===== src/rtl/led_matrix_pkg.sv =====
// Shared types and sizes for the LED matrix display path; also imported by the game core.
package led_matrix_pkg;
  localparam int LM_COLS = 4;
  localparam int LM_ROWS = 8;

  typedef logic [LM_ROWS-1:0]         col_t;
  typedef logic [$clog2(LM_COLS)-1:0] col_idx_t;
  typedef col_t                       frame_t [LM_COLS];
endpackage


===== src/rtl/led_scan_timer.sv =====
// Column scan timebase: slot cycle counter and column counter, plus decoded slot events.
module led_scan_timer #(
  parameter int COLS         = 4,
  parameter int COL_CYCLES   = 1024,
  parameter int BLANK_CYCLES = 16
) (
  input  logic                    CLK,
  input  logic                    RST_N,
  output logic [$clog2(COLS)-1:0] col,
  output logic                    blank,
  output logic [2:0]              pwm_slot,
  output logic                    frame_boundary,
  output logic                    frame_start
);
  localparam int CW  = $clog2(COL_CYCLES);
  localparam int CLW = $clog2(COLS);
  localparam logic [CW-1:0]  CYC_MAX = CW'(COL_CYCLES - 1);
  localparam logic [CW-1:0]  CYC_BLK = CW'(BLANK_CYCLES);
  localparam logic [CLW-1:0] COL_MAX = CLW'(COLS - 1);

  logic [CW-1:0] cyc;

  always_ff @(posedge CLK) begin
    if (!RST_N) begin
      cyc <= '0;
      col <= '0;
    end else begin
      cyc <= cyc + 1'b1;
      if (cyc == CYC_MAX)
        col <= (col == COL_MAX) ? '0 : col + 1'b1;
    end
  end

  assign blank          = (cyc < CYC_BLK);
  // Top three bits of the slot counter divide the slot into eighths for duty control.
  assign pwm_slot       = cyc[CW-1 -: 3];
  assign frame_boundary = (col == COL_MAX) && (cyc == CYC_MAX);
  assign frame_start    = (col == '0) && (cyc == '0);
endmodule


===== src/rtl/led_matrix_scan.sv =====
// Double-buffered 4x8 LED matrix column scanner with frame-aligned commit and dead-time blanking.
// Optional BRIGHTNESS_PWM_EN adds a 3-bit BRIGHTNESS input for 1/8..8/8 duty in the active window.
module led_matrix_scan
  import led_matrix_pkg::*;
#(
  parameter int COLS         = LM_COLS,
  parameter int ROWS         = LM_ROWS,
  parameter int COL_CYCLES   = 1024,
  parameter int BLANK_CYCLES = 16
) (
  input  logic                    CLK,
  input  logic                    RST_N,
  input  logic                    WR_EN,
  input  logic [$clog2(COLS)-1:0] WR_COL,
  input  logic [ROWS-1:0]         WR_DATA,
  input  logic                    COMMIT,
`ifdef BRIGHTNESS_PWM_EN
  input  logic [2:0]              BRIGHTNESS,
`endif
  output logic                    COMMIT_PENDING,
  output logic                    SWAP_DONE,
  output logic                    FRAME_START,
  output logic [ROWS-1:0]         LED_R,
  output logic [COLS-1:0]         LED_C
);
  localparam int CLW = $clog2(COLS);

  logic [CLW-1:0]  col;
  logic            blank, frame_boundary, frame_start;
  logic [2:0]      pwm_slot, level;
  logic            dark, swap;
  logic [ROWS-1:0] front [COLS];
  logic [ROWS-1:0] back  [COLS];

  led_scan_timer #(
    .COLS         (COLS),
    .COL_CYCLES   (COL_CYCLES),
    .BLANK_CYCLES (BLANK_CYCLES)
  ) u_timer (
    .CLK            (CLK),
    .RST_N          (RST_N),
    .col            (col),
    .blank          (blank),
    .pwm_slot       (pwm_slot),
    .frame_boundary (frame_boundary),
    .frame_start    (frame_start)
  );

`ifdef BRIGHTNESS_PWM_EN
  assign level = BRIGHTNESS;
`else
  assign level = 3'd7;
`endif

  assign dark = blank || (pwm_slot > level);
  assign swap = frame_boundary && COMMIT_PENDING;

  // The swap samples back before this edge's write lands, so a same-cycle write waits for the next commit.
  always_ff @(posedge CLK) begin
    if (!RST_N) begin
      for (int i = 0; i < COLS; i++) begin
        front[i] <= '0;
        back[i]  <= '0;
      end
      COMMIT_PENDING <= 1'b0;
      SWAP_DONE      <= 1'b0;
    end else begin
      SWAP_DONE <= swap;
      if (WR_EN)
        back[WR_COL] <= WR_DATA;
      if (swap) begin
        for (int i = 0; i < COLS; i++)
          front[i] <= back[i];
        COMMIT_PENDING <= 1'b0;
      end else if (COMMIT) begin
        COMMIT_PENDING <= 1'b1;
      end
    end
  end

  always_ff @(posedge CLK) begin
    if (!RST_N) begin
      LED_R       <= '1;
      LED_C       <= '1;
      FRAME_START <= 1'b0;
    end else begin
      FRAME_START <= frame_start;
      if (dark) begin
        LED_R <= '1;
        LED_C <= '1;
      end else begin
        LED_R <= ~front[col];
        LED_C <= ~(COLS'(1) << col);
      end
    end
  end
endmodule


===== config.mk =====
export PLATFORM = sky130hd
export DESIGN_NAME = led_matrix_scan
export DESIGN_NICKNAME = d
export VERILOG_FILES = /design/src/rtl/led_matrix_pkg.sv /design/src/rtl/led_scan_timer.sv /design/src/rtl/led_matrix_scan.sv
export SDC_FILE = /design/constraint.sdc
export NUM_CORES = 1
export LEC_CHECK = 0
export ABC_AREA = 0
export CORE_ASPECT_RATIO = 1.4
export CORE_MARGIN = 1.5
export CORE_UTILIZATION = 29
export CTS_BUF_LIST = sky130_fd_sc_hd__clkbuf_2
export DETAILED_ROUTE_END_ITERATION = 7
export SETUP_SLACK_MARGIN = 0.3
export SLEW_MARGIN = 0
export SYNTH_ARGS = -nofsm -noshare
export SYNTH_HDL_FRONTEND = slang
export SYNTH_SLANG_ARGS = --single-unit

===== constraint.sdc =====
create_clock -name CLK -period 6.1 [get_ports CLK]
set_input_delay 1.22 -clock CLK [delete_from_list [all_inputs] [get_ports CLK]]
set_output_delay 1.22 -clock CLK [all_outputs]
set_load 0.02 [all_outputs]

* After elaboration in Yosys (flattened, before gate mapping)
Memory sizes are Yosys's and may differ from the RTL's. A register that Yosys moved wholly into a read port is not among the register bits. Index checks and enable logic that the tools add are counted.
Word-level totals: output and inout bits 15, word-level logic and storage cells 49, input bits 14, bits in registers 27, memories 2, memory bits (writable) 64
Memories:
- back | words 4, width 8, rd ports 4, clocked after memory_dff 0, wr ports 4, RTL line led_matrix_scan.sv:33 | logic [ROWS-1:0] back [COLS];
- front | words 4, width 8, rd ports 1, clocked after memory_dff 1, wr ports 4, RTL line led_matrix_scan.sv:32 | logic [ROWS-1:0] front [COLS];
Cells by class: reductions and logical operators 9, bitwise operators 7, equal/unequal tests 2, mux-type cells 17, add/subtract/negate cells 2, $lt $le $gt $ge 2, shift-type cells 1
Operators by type and width (number):
- two-way mux 8 bit | 5
- adder 10 x 1 -> 10 bit (second input constant) | 1
- == test 10 bit (second input constant) | 1
- logical NOT 10 bit | 1
- less-than comparator 10 x 5 -> 1 bit (second input constant) | 1
- two-way mux 1 bit | 8
- two-way mux 2 bit | 4
- inverter 8 bit | 1
- OR reduction 8 bit | 1
- inverter 4 bit | 1
- bitwise OR 1 bit | 4
- OR reduction 2 bit | 2
- << shifter 1 x 2 -> 4 bit (first input constant) | 1
- > comparator 3 bit (second input constant) | 1
- logical AND 1 bit | 3
- adder 2 x 1 -> 2 bit (second input constant) | 1
- == test 2 bit (second input constant) | 1
- logical NOT 2 bit | 1
- logical OR 1 bit | 1
- inverter 1 bit | 1

* Longest topological paths before layout
depth in word-level cells 7, mapped depth 5, gate-level depth less buffers 4

* Modules after synthesis
A second synthesis with hierarchy kept.
Unflattened totals: cell total of the unflattened synthesis 267, area total of the unflattened synthesis 3639.7 µm²
Modules (own cells, without submodules):
- led_matrix_scan | instances 1, area each 3042.9 µm², seq. area each 2222.1 µm², cells each 198
- led_scan_timer | instances 1, area each 596.8 µm², seq. area each 240.2 µm², cells each 69

* Worst setup path after synthesis
OpenSTA, ideal clock, no wires.
path kind reg2reg, start reg u_timer.cyc[0], end mem front[0][0] in the netlist's numbering, enable pin, setup slack 2.300 ns, cell stages (with the launch flop) 4, buffers on the path 0, clock period less this slack 3.800 ns, library setup time 0.472 ns, required time 5.628 ns, arrival 3.328 ns, path through dfxtp_1 -> ha_1 -> nand4_2 -> o31ai_1
RTL lines:
- start, declared | RTL line led_scan_timer.sv:21 | logic [CW-1:0] cyc;
- start signal, assigned | RTL line led_scan_timer.sv:28 | cyc <= cyc + 1'b1;
- end, declared | RTL line led_matrix_scan.sv:32

==> run summary <==
Post-CTS Setup Bufs: 0
R2R Setup Slk: 3.84 ns
worst path arrival time: 3.78 ns
pin count of the biggest net entering global routing: 34
hold_buf cts: 0
Clock Skew: 0.0261 ns
Hold Path Origin: COMMIT_PENDING
Crit. End Element: flip-flop
hold endpoint: COMMIT_PENDING
NumNets Final: 314
worst r2r src: u_timer.col[0]
CTS tree: built
ys async rst share: 0
CTS root buffer: clkbuf_2
reg2reg end: front[3][3]
Finish-stage setup viols: 0
Final Max Slew Viols: 0
CTS buffer count: 9
Routed WL: 5590 um
Synth Flop Type: edfxtp_1
first-pass GRT wire length: 9230 um
die area: 13300 um2
switch share: 0.217
DRC: 0
core area: 12300 um2
Design Power: 0.994 mW
final instance area: 4190 um2
Synth area leader: edfxtp_1
post-synthesis sequential area ratio: 0.683
Period minus WS final: 3.37 ns
EDFF count, synth: 64
hold path depth: 2
total track usage: 0.0905
status: complete, no violations
cell row count: 48
synth top area cells: edfxtp_1 52%, dfxtp_1 16%, and2_1 9.9%, mux4_2 4.9%, ha_1 2.0%
Placed Area: 4110 um2
Tightest Hold Check Type: reg2reg
Worst-path clk slew: 0.22 ns
final hold vios: 0
routed vias: 1930
YS warnings: 0
vias in the first global route: 1906
crit-path max FO: 33
post-synth cell types: 32
commonest cells after routing, fill and taps aside: 64 x edfxtp_1, 58 x and2_1, 29 x dfxtp_1, 28 x clkdlybuf4s50_1, 18 x nand2_1
Final Cycle Share: 0.553
most common cell after layout, fill and taps aside: edfxtp_1
post-detailed-route wirelength per cell: 12.4 um
Sum Neg Setup Slack: 0 ns
Die X: 98.0 um
leakage power: 1.49 nW
Multi-input gate area: 1090 um2
Reg2Reg Depth: 4
Chip Height: 136 um
number of antenna violations at the first check in global routing: 1
maxcap violations: 0
# fillers: 1198
Req. time, crit path: 6.51 ns
initial DRC count: 111
Pwr Density: 237 nW/um2
clock share of power: 0.244
synthesized instance count: 263
grt ovf: 0
post-CTS sizing: 0
register area: 2500 um2
Seq pwr share: 0.712
combinational power share: 0.044
Syn Area/Cell: 13.9 um2
Seq cells post-synth: 93
startpoint type of the worst setup path: input pin
Fmax: 296 MHz
internal power: 0.778 mW
H-tree levels: 3
I/O Buffers: 28
RSZ-0062 raised after global routing: no
clk sink count: 93
share of cells above drive strength 1: 0.100
VDD IR max: 0.0673 mV
max_slew headroom: 0.321
measured slew at the worst slew-check pin: 1.01 ns
Final ANT Viol Nets: 0
Detail Placement HPWL: 4120 um
clock buffer depth: 2
Ports: 29
Initial DRT Pass Iterations: 4
post-synth net total: 283
vias per inst: 4.29
P&R area growth vs syn: 14.4%
Post-Syn Area: 3670 um2
top cell type's share of synthesized area: 0.524
initial core utilization: 0.298
GPL Wtd Cong: 0.779
WS Path Type: in2reg
Psw: 0.216 mW
clock latency on the worst-skew pair: 0.53 ns
[logic make-up after synthesis]
family,after synthesis,share of synthesized area
AO/OA/AOI/OAI,14,0.0229
AND/OR/NAND/NOR,119,0.191
adder cells (fa/ha/maj),6,0.0205
XOR/XNOR,3,0.00717
buffers and inverters,19,0.0235
flip-flops,93,0.683
multiplexers,9,0.0519
[sequential cells by signal (all words and copies together) (netlist names), named ones only]
name	count
SWAP_DONE	1
u_timer.cyc	10
LED_C	4
u_timer.col	2
front	32
FRAME_START	1
LED_R	8
back	32
COMMIT_PENDING	1
[power by group through the flow]
stage	sequential (mW)	combinational, mW	clock, mW
floorplan	0.721	0.0233	0
global placement	0.722	0.0427	0
detailed placement	0.723	0.0447	0
CTS	0.709	0.0448	0.256
global route	0.712	0.0489	0.279
finish	0.708	0.0437	0.242
[synthesized netlist by cell type, types with 2 or more instances]
cell type and n:
nor2_1 8, dfxtp_1 29, edfxtp_1 64, nand2b_1 3, nor4_1 2, nand4_1 5
o21ai_0 3, mux4_2 8, clkbuf_1 4, or3_1 2, nand3_1 5, xnor2_1 2
inv_1 8, o31ai_1 4, and2_1 58, clkbuf_2 3, nor3b_1 2, nand2_1 18
a21oi_1 6, ha_1 6, buf_2 3, or4_1 2, and3_1 9
[critical path, cell delays in order]
cell and delay, ns:
clkdlybuf4s50_1 0.94, inv_1 0.39, nor4_4 0.97, and2_1 0.25
[how the worst max path moves through the flow]
stage / start / end / cells past startpoint
final: RST_N / front[3][3] / 4
after global routing: RST_N / front[2][6] / 4
after CTS: RST_N / front[2][6] / 4
after detailed placement: RST_N / front[3][3] / 4
after global placement: RST_N / front[0][1] / 4
after floorplan: u_timer.cyc[0] / front[0][0] / 3
[area by class of cell]
| cell class | count | share of cell area |
|---|---|---|
| clock inverters | 3 | 0.00298 |
| well taps | 150 | 0.0447 |
| inverters | 8 | 0.00716 |
| repair buffers | 31 | 0.0722 |
| multi-input cells | 151 | 0.260 |
| flip-flops and latches | 93 | 0.597 |
| diodes | 1 | 0.000597 |
| clock buffers | 13 | 0.0155 |
[through the flow]
stage | cells | hold slack (ns) | util | worst slack (ns)
after global routing | 450 | 0.538 | 0.341 | 2.49
after global placement | 433 | 0.480 | 0.334 | 2.26
after CTS | 449 | 0.525 | 0.340 | 2.73
after detailed placement | 433 | 0.479 | 0.334 | 2.13
final | 450 | 0.524 | 0.341 | 2.73
after floorplan | 263 | 0.442 | - | 2.30
[layer usage]
layer | vias up | track usage | part of all wire
met4 | 0 | 0.0524 | 0.023
li1 | 995 | - | -
met2 | 29 | 0.156 | 0.52
met1 | 898 | 0.0979 | 0.42
met5 | - | 0 | 0
met3 | 8 | 0.0283 | 0.032
Note: power is estimated with default switching activity, not from simulation.
